[config.mk]
export PLATFORM = sky130hd
export DESIGN_NAME = simple_stream_generator_flat
export DESIGN_NICKNAME = d
export VERILOG_FILES = /design/src/rtl/simple_stream_generator_if.sv /design/src/rtl/simple_stream_generator.sv /design/src/flat_wrapper.sv
export SDC_FILE = /design/constraint.sdc
export NUM_CORES = 1
export LEC_CHECK = 0
export CORE_MARGIN = 1.5
export CORE_UTILIZATION = 55
export CTS_CLUSTER_DIAMETER = 100
export CTS_CLUSTER_SIZE = 12
export DETAILED_ROUTE_END_ITERATION = 8
export DONT_BUFFER_PORTS = 1
export PLACE_DENSITY = 0.77
export SYNTH_ARGS = -nofsm -noshare
export SYNTH_HDL_FRONTEND = slang
export SYNTH_SLANG_ARGS = --single-unit
export TNS_END_PERCENT = 100
[constraint.sdc]
create_clock -name clk -period 2 [get_ports clk]
set_input_delay 0.6 -clock clk [delete_from_list [all_inputs] [get_ports clk]]
set_output_delay 0.6 -clock clk [all_outputs]
set_load 0.05 [all_outputs]
[src/rtl/simple_stream_generator_if.sv]
// ---------------------------------------------------------------------------
// simple_stream_generator_if
// AXI-Stream channel between the pattern generator and the channel under test.
//   input_r_TREADY_0  downstream ready (driven by the sink)
//   input_r_TVALID_0  stream valid      (driven by the generator)
//   input_r_TLAST_0   last beat of packet
//   input_r_TDATA_0   32-bit stream data
// Modports: master = generator side, slave = sink side.
// ---------------------------------------------------------------------------
interface simple_stream_generator_if;
  logic        input_r_TREADY_0;
  logic        input_r_TVALID_0;
  logic        input_r_TLAST_0;
  logic [31:0] input_r_TDATA_0;

  modport master (
    input  input_r_TREADY_0,
    output input_r_TVALID_0,
    output input_r_TLAST_0,
    output input_r_TDATA_0
  );

  modport slave (
    output input_r_TREADY_0,
    input  input_r_TVALID_0,
    input  input_r_TLAST_0,
    input  input_r_TDATA_0
  );
endinterface

[src/rtl/simple_stream_generator.sv]
// ---------------------------------------------------------------------------
// simple_stream_generator
// AXI-Stream pattern transmitter. After Start_Delay_Value cycles it sends
// packets of Packet_Length incrementing 32-bit words (first word 1), with
// Gap_Cycles idle cycles after each packet, stopping after Num_Packets
// packets (0 = forever). A single word can be corrupted (bit 0 inverted)
// on request for negative testing of the receive-side checker.
// Ports:
//   clk           single rising-edge clock
//   reset         asynchronous active-low reset
//   inject_error  one-cycle request to corrupt the next newly loaded word
//   input_r       stream master (TVALID/TLAST/TDATA out, TREADY in)
//   Word_Counter  number of accepted beats
//   Done          sticky, high once Num_Packets packets were accepted
// ---------------------------------------------------------------------------
module simple_stream_generator #(
  parameter logic [19:0] Start_Delay_Value = 20'd20000,
  parameter int unsigned Packet_Length     = 16,
  parameter int unsigned Num_Packets       = 0,
  parameter int unsigned Gap_Cycles        = 0
) (
  input  logic                      clk,
  input  logic                      reset,
  input  logic                      inject_error,
  simple_stream_generator_if.master input_r,
  output logic [31:0]               Word_Counter,
  output logic                      Done
);

  typedef enum logic [1:0] {WAIT_START, SEND, GAP, DONE} state_t;

  localparam logic [15:0] LAST_BEAT = 16'(Packet_Length - 1);
  localparam logic [7:0]  GAP_LAST  = 8'(Gap_Cycles - 1);

  state_t      state, state_n;
  logic [19:0] delay_cnt, delay_n;
  logic [7:0]  gap_cnt, gap_n;
  logic [31:0] data_cnt, data_n;
  logic [15:0] beat_cnt, beat_n;
  logic [31:0] pkt_cnt, pkt_n;
  logic        err_pending, err_n;
  logic        tvalid, tvalid_n;
  logic        tlast, tlast_n;
  logic [31:0] tdata, tdata_n;
  logic [31:0] word_cnt, word_n;
  logic        done_flag, done_n;

  logic        tready;
  logic        load;
  logic [31:0] load_data;
  logic [15:0] load_beat;

  assign tready                   = input_r.input_r_TREADY_0;
  assign input_r.input_r_TVALID_0 = tvalid;
  assign input_r.input_r_TLAST_0  = tlast;
  assign input_r.input_r_TDATA_0  = tdata;
  assign Word_Counter             = word_cnt;
  assign Done                     = done_flag;

  always_ff @(posedge clk or negedge reset) begin
    if (!reset) begin
      state       <= WAIT_START;
      delay_cnt   <= '0;
      gap_cnt     <= '0;
      data_cnt    <= 32'd1;
      beat_cnt    <= '0;
      pkt_cnt     <= '0;
      err_pending <= 1'b0;
      tvalid      <= 1'b0;
      tlast       <= 1'b0;
      tdata       <= '0;
      word_cnt    <= '0;
      done_flag   <= 1'b0;
    end else begin
      state       <= state_n;
      delay_cnt   <= delay_n;
      gap_cnt     <= gap_n;
      data_cnt    <= data_n;
      beat_cnt    <= beat_n;
      pkt_cnt     <= pkt_n;
      err_pending <= err_n;
      tvalid      <= tvalid_n;
      tlast       <= tlast_n;
      tdata       <= tdata_n;
      word_cnt    <= word_n;
      done_flag   <= done_n;
    end
  end

  // 'load' marks every edge where a fresh word goes onto the bus; the
  // word's data and beat position are chosen per state, and the shared
  // block at the bottom presents it (this is also the only place where
  // a pending error may corrupt a word, so stalled words are never touched).
  always_comb begin
    state_n   = state;
    delay_n   = delay_cnt;
    gap_n     = gap_cnt;
    data_n    = data_cnt;
    beat_n    = beat_cnt;
    pkt_n     = pkt_cnt;
    tvalid_n  = tvalid;
    tlast_n   = tlast;
    tdata_n   = tdata;
    word_n    = word_cnt;
    done_n    = done_flag;
    err_n     = err_pending;
    load      = 1'b0;
    load_data = data_cnt;
    load_beat = beat_cnt;

    case (state)
      WAIT_START: begin
        if (delay_cnt == Start_Delay_Value) begin
          load    = 1'b1;
          state_n = SEND;
        end else begin
          delay_n = delay_cnt + 20'd1;
        end
      end
      SEND: begin
        if (tvalid && tready) begin
          data_n    = data_cnt + 32'd1;
          word_n    = word_cnt + 32'd1;
          load_data = data_cnt + 32'd1;
          if (tlast) begin
            beat_n = '0;
            pkt_n  = pkt_cnt + 32'd1;
            if (Num_Packets != 0 && (pkt_cnt + 32'd1) == Num_Packets) begin
              state_n  = DONE;
              tvalid_n = 1'b0;
              tlast_n  = 1'b0;
              done_n   = 1'b1;
            end else if (Gap_Cycles != 0) begin
              state_n  = GAP;
              gap_n    = '0;
              tvalid_n = 1'b0;
              tlast_n  = 1'b0;
            end else begin
              load      = 1'b1;
              load_beat = '0;
            end
          end else begin
            beat_n    = beat_cnt + 16'd1;
            load      = 1'b1;
            load_beat = beat_cnt + 16'd1;
          end
        end
      end
      GAP: begin
        if (gap_cnt == GAP_LAST) begin
          load    = 1'b1;
          state_n = SEND;
        end else begin
          gap_n = gap_cnt + 8'd1;
        end
      end
      DONE: begin
        tvalid_n = 1'b0;
        tlast_n  = 1'b0;
        done_n   = 1'b1;
      end
      default: state_n = WAIT_START;
    endcase

    if (load) begin
      tvalid_n = 1'b1;
      tlast_n  = (load_beat == LAST_BEAT);
      tdata_n  = load_data ^ {31'd0, err_pending};
    end

    // A request arriving on a load edge targets the word after the one
    // being loaded; a request while one is already pending is dropped.
    if (state != DONE) begin
      if (load) err_n = inject_error & ~err_pending;
      else      err_n = err_pending | inject_error;
    end
  end

endmodule
[src/flat_wrapper.sv]
// flat-port wrapper written by rule: the top's interface ports become plain ports
module simple_stream_generator_flat 
#(
  parameter logic [19:0] Start_Delay_Value = 20'd20000,
  parameter int unsigned Packet_Length     = 16,
  parameter int unsigned Num_Packets       = 0,
  parameter int unsigned Gap_Cycles        = 0
)
  (clk, reset, inject_error, Word_Counter, Done, input_r_input_r_TREADY_0, input_r_input_r_TVALID_0, input_r_input_r_TLAST_0, input_r_input_r_TDATA_0);
  simple_stream_generator_if input_r_i ();
  input  logic clk;
  input  logic reset;
  input  logic inject_error;
  output logic [31:0] Word_Counter;
  output logic Done;
  input wire logic [$bits(input_r_i.input_r_TREADY_0)-1:0] input_r_input_r_TREADY_0;
  output wire logic [$bits(input_r_i.input_r_TVALID_0)-1:0] input_r_input_r_TVALID_0;
  output wire logic [$bits(input_r_i.input_r_TLAST_0)-1:0] input_r_input_r_TLAST_0;
  output wire logic [$bits(input_r_i.input_r_TDATA_0)-1:0] input_r_input_r_TDATA_0;
  assign input_r_i.input_r_TREADY_0 = input_r_input_r_TREADY_0;
  assign input_r_input_r_TVALID_0 = input_r_i.input_r_TVALID_0;
  assign input_r_input_r_TLAST_0 = input_r_i.input_r_TLAST_0;
  assign input_r_input_r_TDATA_0 = input_r_i.input_r_TDATA_0;
  simple_stream_generator #(.Start_Delay_Value(Start_Delay_Value), .Packet_Length(Packet_Length), .Num_Packets(Num_Packets), .Gap_Cycles(Gap_Cycles)) u_core (.clk(clk), .reset(reset), .inject_error(inject_error), .input_r(input_r_i), .Word_Counter(Word_Counter), .Done(Done));
endmodule
==> results.md <==
* F_max at 514 MHz
* Nets at 602
* Seq/Total Area, Yosys at 56.3%
* Final WL at 12,600 um
* CP required at 2400 ps
* RSZ-0062 raised after global routing: true
* Worst VDD drop at 582 uV
* # IOs at 71
* WS Path Type: flip-flop to flip-flop
* Max-slew violation count at 0
* Slew @ Worst Pin at 554 ps
* Routability cong. at 0.872
* Switching pwr at 1.15 mW
* Clk Latency, worst-skew pair at 520 ps
* Initial drt markers at 231
* Syn Nets at 518
* Root Driver: clkbuf_8
* Post-route worst setup slack at 53.6 ps
* Vias per cell at 5.61
* Syn avg cell area at 11.9 sq um
* Int Pwr at 4.67 mW
* Initial antenna violation count at 0
* Post-Syn Area at 6050 sq um
* Synth Instances at 509
* CP max FO at 6
* GRT overflow at 0
* Synth warn at 0
* Crit path to: u_core.input_r.input_r_TDATA_0[10]
* Area of the multi-input gates at 2630 sq um
* Worst path arrival time at 2350 ps
* Worst R2R End: u_core.input_r.input_r_TDATA_0[10]
* Slew HR at 63.1%
* DPL Wire Length at 8220 um
* CTS Sinks at 136
* GRT Util Overall at 22.3%
* H-tree Lvls at 4
* Share of cells above drive strength 1 at 28.1%
* Pre-CTS WS at -39.6 ps
* Routed len/inst at 16.9 um
* Type of origin of the critical path: flip-flop
* Hold WC Path Type: input port to asynchronous set/reset pin
* Yosys cell types at 53
* Power share of the sequential group at 47.2%
* Vias in the first global route at 4,163
* Port Buffers at 0
* Switching share of total power at 19.8%
* Vias at 4,177
* Final setup fails at 0
* Largest net degree at the start of global routing at 137
* First-pass GRT wire length at 20,100 um
* Top Family by Delay on Critical Path: buffers and inverters
* Reg2Reg Depth at 10
* Clock Tree Buf Depth at 2
* Pleak at 3.59 nW
* Clock power frac at 52.7%
* Max Cap Viol at 0
* Die height at 108 um
* Starting Density at 56.0%
* Pwr Density at 781 nW/um^2
* Die area at 11,600 sq um
* Fillers at 765
* Levels on crit path at 10
* CTS Buf Count at 17
* Failing checks: hold timing
* CP Buf/Inv Count at 4
* Final worst-path cycle share at 97.3%
* Synth-to-layout area growth at 23.4%
* Antenna Violating Nets Remaining at 0
* Logic pwr share at 0.1%
* Detailed-route DRC error count at 0
* Post-route setup TNS at 0 ps
* Critical Path, Cell by Cell: inv_1, ha_2, and4b_1, nand3_2, nor3_2, buf_4, nor2_4, buf_6, clkbuf_16, mux2_2
* Final Critical Period at 1950 ps
* FF/Latch Area at 3410 sq um
* Outcome: finished with violations
* Reg-to-reg slack, setup at 50 ps
* Hold WS at -220 ps
* Final Skew at 8.01 ps
* Final hold vios at 135
* Number of diodes at 0
* CTS tree: built
* Worst r2r src: u_core.delay_cnt[0]
* Flip-flop and latch count after synthesis at 136
* DRT Pass-1 Iters at 4
* Die width at 108 um
* Clock-pin slew on the worst setup and hold paths at 60 ps
* Slowest stage delay, CP at 390 ps
* Worst-path cell with the longest stage delay: dfrtp_1
* Core area at 10,800 sq um
* Worst Setup SP: u_core.delay_cnt[0]
* CP Capture Type: flip-flop
* Rows at 38
==> cells in the mapped netlist, drive strengths merged <==
master	instances	area (sq um)
a211oi	3	22.5
a21o	1	7.51
a21oi	2	13.8
a221o	1	10.0
a32o	1	10.0
a41oi	1	8.76
and2	6	37.5
and3	19	119
and3b	2	17.5
and4	6	52.6
and4b	1	10.0
buf	8	60.1
clkbuf	1	3.75
conb	1	3.75
dfrtp	135	3380
dfstp	1	26.3
ha	5	62.6
inv	7	26.3
mux2	33	372
mux2i	1	10.0
nand2	49	184
nand2b	3	18.8
nand3	36	193
nand4	23	159
nand4b	3	26.3
nor2	33	136
nor3	9	45.0
nor4	7	80.1
nor4b	1	8.76
o211a	1	10.0
o211ai	2	15.0
o21ai	4	23.8
o21bai	1	7.51
o22ai	1	6.26
o311ai	1	8.76
o31ai	1	21.3
o41a	1	11.3
or2	3	18.8
or3	3	18.8
or4	1	7.51
xnor2	64	561
xor2	27	236
==> cell usage in the layout (no fill, tap or decap), types with 4 or more instances in the layout <==
| cell type | n |
|---|---|
| ha_1 | 4 |
| buf_4 | 66 |
| and2_1 | 6 |
| and4_1 | 6 |
| nor3_1 | 7 |
| mux2_2 | 32 |
| inv_1 | 7 |
| dfrtp_1 | 130 |
| and3_1 | 18 |
| nand2_1 | 49 |
| nor2_1 | 27 |
| clkbuf_16 | 19 |
| nand4_1 | 22 |
| nor4_2 | 4 |
| nor2_2 | 4 |
| xor2_1 | 27 |
| nand3_1 | 32 |
| xnor2_1 | 64 |
| dfrtp_2 | 5 |
==> per-stage QoR <==
step	cells	power (mW)	util, %	instance area [sq um]
floorplan	509	2.81	-	6050
CTS	735	5.87	67.3	7260
global placement	705	2.81	61.9	6680
finish	744	5.83	69.2	7470
global route	744	6.01	69.2	7470
detailed placement	705	2.81	61.9	6680
==> power groups by stage <==
stage               logic (mW)  clock network (mW)  registers [mW]
finish                 0.00415                3.07            2.75
floorplan              0.00567                   0            2.80
detailed placement     0.00412                   0            2.80
global route           0.00431                3.25            2.75
global placement       0.00412                   0            2.80
CTS                    0.00412                3.11            2.75
==> per-layer routing <==
layer | global-route usage, % | wire (um) | up-vias
li1 | - | - | 1947
met1 | 28.6 | 5360 | 2103
met2 | 36.1 | 6240 | 105
met3 | 6.54 | 721 | 22
met4 | 8.08 | 235 | 0
met5 | 0 | 0 | -
==> cells by family after synthesis <==
logic type	after synthesis	share of synthesized area (%)
AO/OA/AOI/OAI	21	2.92
multiplexers	34	6.31
XOR/XNOR	91	13.2
other	1	0.0620
AND/OR/NAND/NOR	205	18.7
flip-flops	136	56.3
buffers and inverters	16	1.49
adder cells (fa/ha/maj)	5	1.03
==> registers in the layout, indices dropped and copies added, names as in the netlist <==
signal / cells
u_core.Word_Counter: 32
u_core.beat_cnt: 16
u_core.data_cnt: 32
u_core.delay_cnt: 20
u_core.err_pending: 1
u_core.input_r.input_r_TDATA_0: 32
u_core.input_r.input_r_TLAST_0: 1
u_core.input_r.input_r_TVALID_0: 1
u_core.state: 1
==> repair_timing <==
item	4_1_cts	5_1_grt
buffers inserted	0	5
hold endpoints to repair	136	136
endpoints found under the setup margin	0	38
resized for setup	0	18
==> layout make-up <==
class                           count  share of cell area [%]
Sequential cell                   136                    45.7
Multi-Input combinational cell    357                    35.2
Timing Repair Buffer               74                    8.63
Clock buffer                       19                    5.78
Tap cell                          140                    2.35
Clock inverter                     11                    2.01
Inverter                            7                   0.352
==> worst min-delay path by stage <==
| stage | startpoint | endpoint | slack, ps |
|---|---|---|---|
| detailed placement | reset | u_core.beat_cnt[0] | 310 |
| CTS | reset | u_core.Word_Counter[9] | -240 |
| global route | reset | u_core.Word_Counter[8] | -250 |
| floorplan | reset | u_core.Word_Counter[0] | 300 |
| global placement | reset | u_core.beat_cnt[0] | 310 |
| finish | reset | u_core.Word_Counter[6] | -220 |
Power figures use the tool's default switching activity.
